$ cat config.mk
export PLATFORM = sky130hd
export DESIGN_NAME = calc_resp_tracker_flat
export DESIGN_NICKNAME = d
export VERILOG_FILES = /design/src/rtl/calc_resp_tracker_if.sv /design/src/rtl/calc_resp_tracker.sv /design/src/flat_wrapper.sv
export SDC_FILE = /design/constraint.sdc
export NUM_CORES = 1
export LEC_CHECK = 0
export CAP_MARGIN = 20
export CORE_ASPECT_RATIO = 1.75
export CORE_MARGIN = 5
export CORE_UTILIZATION = 55
export CTS_BUF_LIST = sky130_fd_sc_hd__clkbuf_8
export DETAILED_ROUTE_END_ITERATION = 10
export PLACE_DENSITY = 0.78
export REMOVE_ABC_BUFFERS = 1
export SLEW_MARGIN = 20
export SYNTH_ARGS = -nofsm -noshare
export SYNTH_HDL_FRONTEND = slang
export SYNTH_SLANG_ARGS = --single-unit
$ cat constraint.sdc
create_clock -name c_clk -period 6 [get_ports c_clk]
set_clock_uncertainty 0.05 [all_clocks]
set_input_delay 1.5 -clock c_clk [delete_from_list [all_inputs] [get_ports c_clk]]
set_output_delay 1.5 -clock c_clk [all_outputs]
set_load 0.05 [all_outputs]
$ cat src/rtl/calc_resp_tracker_if.sv
// Snoop lanes of the calc request/response ports and the tracker's status outputs.
interface calc_resp_tracker_if #(
    parameter int NUM_PORTS = 4,
    parameter int TAG_W     = 2,
    parameter int TIMEOUT   = 64,
    parameter int CNT_W     = 16,
    parameter int LAT_W     = $clog2(TIMEOUT + 1)
);
    logic [NUM_PORTS*4-1:0]         req_cmd_in;
    logic [NUM_PORTS*TAG_W-1:0]     req_tag_in;
    logic [NUM_PORTS*2-1:0]         out_resp;
    logic [NUM_PORTS*TAG_W-1:0]     out_tag;
    logic [NUM_PORTS*(TAG_W+1)-1:0] outstanding;
    logic [NUM_PORTS-1:0]           err_dup;
    logic [NUM_PORTS-1:0]           err_unexp;
    logic [NUM_PORTS-1:0]           err_timeout;
    logic [NUM_PORTS*CNT_W-1:0]     done_cnt;
    logic [NUM_PORTS*LAT_W-1:0]     max_lat;
    logic                           idle;

    modport master (
        output req_cmd_in, req_tag_in, out_resp, out_tag,
        input  outstanding, err_dup, err_unexp, err_timeout, done_cnt, max_lat, idle
    );

    modport slave (
        input  req_cmd_in, req_tag_in, out_resp, out_tag,
        output outstanding, err_dup, err_unexp, err_timeout, done_cnt, max_lat, idle
    );
endinterface

$ cat src/rtl/calc_resp_tracker.sv
// Per-port/per-tag transaction tracker: pending state and age per slot, sticky
// duplicate/unexpected/timeout flags, saturating completion count and worst latency.
module calc_resp_tracker #(
    parameter int NUM_PORTS = 4,
    parameter int TAG_W     = 2,
    parameter int TIMEOUT   = 64,
    parameter int CNT_W     = 16
) (
    input  logic               c_clk,
    input  logic               reset,
    input  logic               clr,
    calc_resp_tracker_if.slave bus
);
    localparam int LAT_W = $clog2(TIMEOUT + 1);
    localparam int SLOTS = 1 << TAG_W;
    localparam int OW    = TAG_W + 1;

    typedef enum logic {S_IDLE, S_PEND} slot_state_e;

    slot_state_e        st_q    [NUM_PORTS][SLOTS];
    slot_state_e        st_d    [NUM_PORTS][SLOTS];
    logic [LAT_W-1:0]   age_q   [NUM_PORTS][SLOTS];
    logic [LAT_W-1:0]   age_d   [NUM_PORTS][SLOTS];
    logic               resp_hit[NUM_PORTS][SLOTS];
    logic               iss_hit [NUM_PORTS][SLOTS];

    logic [OW-1:0]      out_q   [NUM_PORTS];
    logic [OW-1:0]      out_d   [NUM_PORTS];
    logic [CNT_W-1:0]   done_q  [NUM_PORTS];
    logic [CNT_W-1:0]   done_d  [NUM_PORTS];
    logic [LAT_W-1:0]   maxl_q  [NUM_PORTS];
    logic [LAT_W-1:0]   maxl_d  [NUM_PORTS];
    logic [LAT_W-1:0]   lat_ev  [NUM_PORTS];
    logic [NUM_PORTS-1:0] ret_ev, dup_ev, unexp_ev, tmo_ev;
    logic [NUM_PORTS-1:0] dup_q, dup_d, unexp_q, unexp_d, tmo_q, tmo_d;

    always_comb begin
        for (int unsigned p = 0; p < NUM_PORTS; p++) begin
            for (int unsigned t = 0; t < SLOTS; t++) begin
                resp_hit[p][t] = (bus.out_resp[p*2 +: 2] != 2'd0) &&
                                 (bus.out_tag[p*TAG_W +: TAG_W] == TAG_W'(t));
                iss_hit[p][t]  = (bus.req_cmd_in[p*4 +: 4] != 4'd0) &&
                                 (bus.req_tag_in[p*TAG_W +: TAG_W] == TAG_W'(t));
            end
        end
    end

    // Retire, timeout and issue all judge the pre-edge slot state; issue has the last word.
    always_comb begin
        for (int unsigned p = 0; p < NUM_PORTS; p++) begin
            ret_ev[p]   = 1'b0;
            dup_ev[p]   = 1'b0;
            unexp_ev[p] = 1'b0;
            tmo_ev[p]   = 1'b0;
            lat_ev[p]   = '0;
            out_d[p]    = '0;
            for (int unsigned t = 0; t < SLOTS; t++) begin
                st_d[p][t]  = st_q[p][t];
                age_d[p][t] = age_q[p][t];
                if (resp_hit[p][t]) begin
                    if (st_q[p][t] == S_PEND) begin
                        ret_ev[p] = 1'b1;
                        lat_ev[p] = age_q[p][t];
                    end else begin
                        unexp_ev[p] = 1'b1;
                    end
                end
                if (st_q[p][t] == S_PEND && !resp_hit[p][t]) begin
                    if (age_q[p][t] == LAT_W'(TIMEOUT)) tmo_ev[p] = 1'b1;
                    if (iss_hit[p][t])                  dup_ev[p] = 1'b1;
                end
                if (iss_hit[p][t]) begin
                    st_d[p][t]  = S_PEND;
                    age_d[p][t] = LAT_W'(1);
                end else if (st_q[p][t] == S_PEND) begin
                    if (resp_hit[p][t] || age_q[p][t] == LAT_W'(TIMEOUT)) begin
                        st_d[p][t]  = S_IDLE;
                        age_d[p][t] = '0;
                    end else begin
                        age_d[p][t] = age_q[p][t] + LAT_W'(1);
                    end
                end
                out_d[p] = out_d[p] + OW'(st_d[p][t] == S_PEND);
            end
        end
    end

    // An event on the clearing edge survives the clear.
    always_comb begin
        dup_d   = (clr ? '0 : dup_q)   | dup_ev;
        unexp_d = (clr ? '0 : unexp_q) | unexp_ev;
        tmo_d   = (clr ? '0 : tmo_q)   | tmo_ev;
        for (int unsigned p = 0; p < NUM_PORTS; p++) begin
            if (clr) begin
                done_d[p] = CNT_W'(ret_ev[p]);
                maxl_d[p] = lat_ev[p];
            end else begin
                done_d[p] = done_q[p] + CNT_W'(ret_ev[p] && (done_q[p] != '1));
                maxl_d[p] = (lat_ev[p] > maxl_q[p]) ? lat_ev[p] : maxl_q[p];
            end
        end
    end

    always_ff @(posedge c_clk or negedge reset) begin
        if (!reset) begin
            for (int unsigned p = 0; p < NUM_PORTS; p++) begin
                for (int unsigned t = 0; t < SLOTS; t++) begin
                    st_q[p][t]  <= S_IDLE;
                    age_q[p][t] <= '0;
                end
                out_q[p]  <= '0;
                done_q[p] <= '0;
                maxl_q[p] <= '0;
            end
            dup_q   <= '0;
            unexp_q <= '0;
            tmo_q   <= '0;
        end else begin
            for (int unsigned p = 0; p < NUM_PORTS; p++) begin
                for (int unsigned t = 0; t < SLOTS; t++) begin
                    st_q[p][t]  <= st_d[p][t];
                    age_q[p][t] <= age_d[p][t];
                end
                out_q[p]  <= out_d[p];
                done_q[p] <= done_d[p];
                maxl_q[p] <= maxl_d[p];
            end
            dup_q   <= dup_d;
            unexp_q <= unexp_d;
            tmo_q   <= tmo_d;
        end
    end

    for (genvar g = 0; g < NUM_PORTS; g++) begin : g_out
        assign bus.outstanding[g*OW +: OW]    = out_q[g];
        assign bus.done_cnt[g*CNT_W +: CNT_W] = done_q[g];
        assign bus.max_lat[g*LAT_W +: LAT_W]  = maxl_q[g];
    end

    assign bus.err_dup     = dup_q;
    assign bus.err_unexp   = unexp_q;
    assign bus.err_timeout = tmo_q;
    assign bus.idle        = ~|bus.outstanding;
endmodule

$ cat src/flat_wrapper.sv
// flat-port wrapper written by rule: the top's interface ports become plain ports
module calc_resp_tracker_flat 
#(
    parameter int NUM_PORTS = 4,
    parameter int TAG_W     = 2,
    parameter int TIMEOUT   = 64,
    parameter int CNT_W     = 16
)
  (c_clk, reset, clr, bus_req_cmd_in, bus_req_tag_in, bus_out_resp, bus_out_tag, bus_outstanding, bus_err_dup, bus_err_unexp, bus_err_timeout, bus_done_cnt, bus_max_lat, bus_idle);
  calc_resp_tracker_if #(.NUM_PORTS(NUM_PORTS), .TAG_W(TAG_W), .TIMEOUT(TIMEOUT), .CNT_W(CNT_W)) bus_i ();
  input  logic c_clk;
  input  logic reset;
  input  logic clr;
  input wire logic [$bits(bus_i.req_cmd_in)-1:0] bus_req_cmd_in;
  input wire logic [$bits(bus_i.req_tag_in)-1:0] bus_req_tag_in;
  input wire logic [$bits(bus_i.out_resp)-1:0] bus_out_resp;
  input wire logic [$bits(bus_i.out_tag)-1:0] bus_out_tag;
  output wire logic [$bits(bus_i.outstanding)-1:0] bus_outstanding;
  output wire logic [$bits(bus_i.err_dup)-1:0] bus_err_dup;
  output wire logic [$bits(bus_i.err_unexp)-1:0] bus_err_unexp;
  output wire logic [$bits(bus_i.err_timeout)-1:0] bus_err_timeout;
  output wire logic [$bits(bus_i.done_cnt)-1:0] bus_done_cnt;
  output wire logic [$bits(bus_i.max_lat)-1:0] bus_max_lat;
  output wire logic [$bits(bus_i.idle)-1:0] bus_idle;
  assign bus_i.req_cmd_in = bus_req_cmd_in;
  assign bus_i.req_tag_in = bus_req_tag_in;
  assign bus_i.out_resp = bus_out_resp;
  assign bus_i.out_tag = bus_out_tag;
  assign bus_outstanding = bus_i.outstanding;
  assign bus_err_dup = bus_i.err_dup;
  assign bus_err_unexp = bus_i.err_unexp;
  assign bus_err_timeout = bus_i.err_timeout;
  assign bus_done_cnt = bus_i.done_cnt;
  assign bus_max_lat = bus_i.max_lat;
  assign bus_idle = bus_i.idle;
  calc_resp_tracker #(.NUM_PORTS(NUM_PORTS), .TAG_W(TAG_W), .TIMEOUT(TIMEOUT), .CNT_W(CNT_W)) u_core (.c_clk(c_clk), .reset(reset), .clr(clr), .bus(bus_i));
endmodule
==> run_results.csv <==
group,metric,value,unit
finish,fillers,2108,
pwr,power_density,334,nW/um^2
finish,n_antenna_cell,0,
clock_tree,clockBufferDepth,3,
clock_tree,cts.sinks,244,
clock_tree,cts_tree,"yes",
run_status,status,"finished clean",
logic_synthesis,ys_seq_elements,244,
sta,setup_viol,0,
clock_tree,cts-hold-fix-buffers,0,
pwr,seqPwrFrac,40.3,%
clock_tree,cts_max_level,2,
run,maxCapViolations,0,
logic_synthesis,synthFlopType,"dfrtp_1",
floorplan,die_h,222,um
logic_synthesis,yosys.area.top_type_share,43.2,%
floorplan,start_util,55.7,%
drt,routed_wl,35.6,mm
logic_synthesis,netlist.top_cell.by_area,"dfrtp_1",
clock_tree,clock_latency,0.55,ns
pwr,comb_power_share,34.1,%
sta,final.period_utilization,76.4,%
floorplan,core,25300,sq um
floorplan,io_pins,160,
pwr,ir_drop,0.000311,V
logic_synthesis,synthCells,1474,
grt,grt_overflow,0,
grt,grt_pass1_wl,59.9,mm
grt,grt_max_degree,118,
worst_setup_path,cp_cell_sequence,"clkdlybuf4s50_1 -> inv_1 -> nor4b_2 -> a221oi_1 -> o21ai_1 -> ha_1 -> a211oi_1 -> o21ai_0 -> o22ai_1 -> mux2_2",
logic_synthesis,ys_types,79,
drt,avgRoutedWirePerCell,18.0,um
pwr,switching_share,38.7,%
drt,drt_iter0_drc,672,
worst_setup_path,worst_ep_required_time,6.37,ns
clock_tree,post_cts_buffers,0,
sta,max_freq,218,MHz
finish,nNetsFinal,1760,
pwr,power.share.clock,25.6,%
worst_setup_path,cp_max_fo,8,
clock_tree,root_buffer,"clkbuf_8",
drt,postRouteAntennaNets,0,
hold_path,min_path_type,"register to register",
pwr,p_leak,7.72,nW
logic_synthesis,async_flop_share,100,%
clock_tree,path_clk_slew,0.06,ns
worst_setup_path,critPathSlowestCell,"clkdlybuf4s50_1",
logic_synthesis,yosysWarnings,0,
clock_tree,numCtsBuffers,38,
worst_setup_path,slowest_delay,0.65,ns
sta,timing.final.crit_period,4.58,ns
sta,hold_viol_final,0,
worst_setup_path,crit_arrival,4.96,ns
drt,drt-pass1-iter-count,5,
pwr,p_int,0.00342,W
logic_synthesis,synth_edf_count,0,
place,portBuffers,159,
finish,drive_above_1_share,7.95,%
floorplan,dieArea,29100,sq um
logic_synthesis,syn_area,14100,sq um
worst_setup_path,critical_path_class,"input port to register",
sta,tightest_slew,0.962,ns
grt,antenna_found_initial,0,
drt,drc_errors,0,
floorplan,die_w,131,um
place,gp_congestion,0.865,
place,dp_hpwl,26.5,mm
sta,holdWs,0.452,ns
logic_synthesis,avgSynthCellArea,9.58,sq um
sta,max_slew_margin,35.8,%
sta,rsz0062_at_grt,"no",
logic_synthesis,synthTopCellsByArea,"dfrtp_1 43%, ha_1 6.7%, nor2_1 3.6%, o21ai_0 3.0%, xor2_1 2.5%",
drt,vias_per_cell,6.08,
worst_setup_path,critPathLaunchType,"input port",
worst_setup_path,worstSetupEndpointType,"register",
clock_tree,cts_resized,0,
drt,vias,12017,
finish,syn_to_final_growth,18.3,%
sta,maxSlewViolCount,0,
grt,track_usage,24.2,%
pwr,switchingPower,0.00216,W
sta,fin_setup_tns,0,ns
grt,grt_pass1_vias,12306,
logic_synthesis,yosysSeqAreaShare,43.2,%
floorplan,std_cell_rows,77,
[power groups by stage]
stage	clock, W	sequential (W)	combinational [W]
3_5_place_dp	0	0.00226	0.00190
5_1_grt	0.00154	0.00229	0.00209
2_1_floorplan	0	0.00261	0.000876
6_report	0.00143	0.00225	0.00190
3_3_place_gp	0	0.00226	0.00185
4_1_cts	0.00147	0.00224	0.00192
[worst max-delay path: cells and delay by family]
| family | cells | cell delay [ns] |
|---|---|---|
| multiplexers | 1 | 0.41 |
| buffers and inverters | 2 | 0.80 |
| adder cells (fa/ha/maj) | 1 | 0.27 |
| AO/OA/AOI/OAI | 5 | 1.31 |
| AND/OR/NAND/NOR | 1 | 0.63 |
[cell families (layout without fill, tap and decap cells)]
family | count (synthesis) | count (layout) | share of synthesized area (%)
and+or+nand+nor | 587 | 587 | 23.6
AOI/OAI and AO/OA | 345 | 345 | 15.9
DFF | 244 | 244 | 43.2
buffers and inverters | 128 | 315 | 3.72
adders and majority gates | 80 | 80 | 7.30
xor gates and xnor gates | 53 | 53 | 3.29
muxes | 37 | 37 | 2.94
[cell usage in the layout (no fill, tap or decap), drive strengths merged, types with 13 or more instances in the layout]
master	Yosys	routed
a21o	45	45
a21oi	43	43
a221oi	19	19
a31oi	22	22
and3	59	59
clkbuf	18	49
clkdlybuf4s50	0	157
dfrtp	244	244
ha	76	76
inv	86	96
mux2	26	26
nand2	91	91
nand2b	33	33
nand3	54	54
nand4	44	44
nor2	137	137
nor2b	13	13
nor3b	48	48
o211ai	22	22
o21ai	109	109
o22ai	31	31
or3	23	23
xor2	41	41
[Yosys cell counts (5+ instances only)]
cell type and count:
a211oi_1 5, a21o_1 44, a21oi_1 43, a221oi_1 19
a22oi_1 6, a31oi_1 22, a41oi_1 6, and3_1 57
and4_1 11, buf_2 14, clkbuf_1 17, dfrtp_1 244
ha_1 76, inv_1 86, mux2_2 26, mux2i_1 10
nand2_1 91, nand2b_1 33, nand3_1 52, nand3b_1 11
nand4_1 43, nand4bb_1 7, nor2_1 137, nor2b_1 13
nor3_1 9, nor3b_1 41, nor3b_2 7, nor4_1 9
o211ai_1 21, o21ai_0 86, o21ai_1 20, o22a_1 7
o22ai_1 31, or2_2 12, or3_1 23, or4_1 5
xnor2_1 12, xor2_1 41
[metrics by stage]
| stage | area (sq um) | setup WS (ns) | power (W) | std cells | utilization (%) |
|---|---|---|---|---|---|
| 2_1_floorplan | 13900 | 2.00 | 0.00348 | 1433 | - |
| 3_3_place_gp | 15900 | 1.03 | 0.00411 | 1913 | 62.9 |
| 3_5_place_dp | 15900 | 0.885 | 0.00417 | 1913 | 62.9 |
| 4_1_cts | 16700 | 1.45 | 0.00563 | 1977 | 65.9 |
| 5_1_grt | 16700 | 1.12 | 0.00592 | 1977 | 65.9 |
| 6_report | 16700 | 1.42 | 0.00557 | 1977 | 65.9 |
[state kept, by name, summed over array words and instances (netlist names)]
name / count
u_core.bus.max_lat: 28
u_core.age_q: 112
u_core.bus.done_cnt: 64
u_core.bus.err_unexp: 4
u_core.bus.err_dup: 4
u_core.bus.err_timeout: 4
u_core.bus.outstanding: 12
u_core.st_q: 16
[cell type report]
type,count,area (sq um),area share [%]
clock buffers,49,674,4.04
clock inverters,15,90.1,0.539
inverters,87,327,1.95
multi-input cells,1102,7490,44.8
flip-flops and latches,244,6110,36.5
well taps,316,395,2.37
repair buffers,164,1630,9.75
[final timing paths]
path,cells after the start,slack [ns],from,to
min,1,0.45,u_core.bus.err_timeout[1],u_core.bus.err_timeout[1]
max in group asynchronous,2,3.65,reset,u_core.bus.done_cnt[58]
max reg2reg,9,2.77,u_core.st_q[3],u_core.bus.max_lat[23]
min reg2reg,1,0.45,u_core.bus.err_timeout[1],u_core.bus.err_timeout[1]
min in group asynchronous,1,0.92,reset,u_core.st_q[3]
max,10,1.42,bus_out_tag[2],u_core.bus.max_lat[9]
[metal layers]
metal	vias to the layer above	GRT usage [%]	share of wire (%)
met4	0	10.2	4.1
met3	104	4.43	4.7
li1	5716	-	-
met5	-	0	0
met2	325	44.4	53
met1	5872	27.3	38
Power figures use the tool's default switching activity.
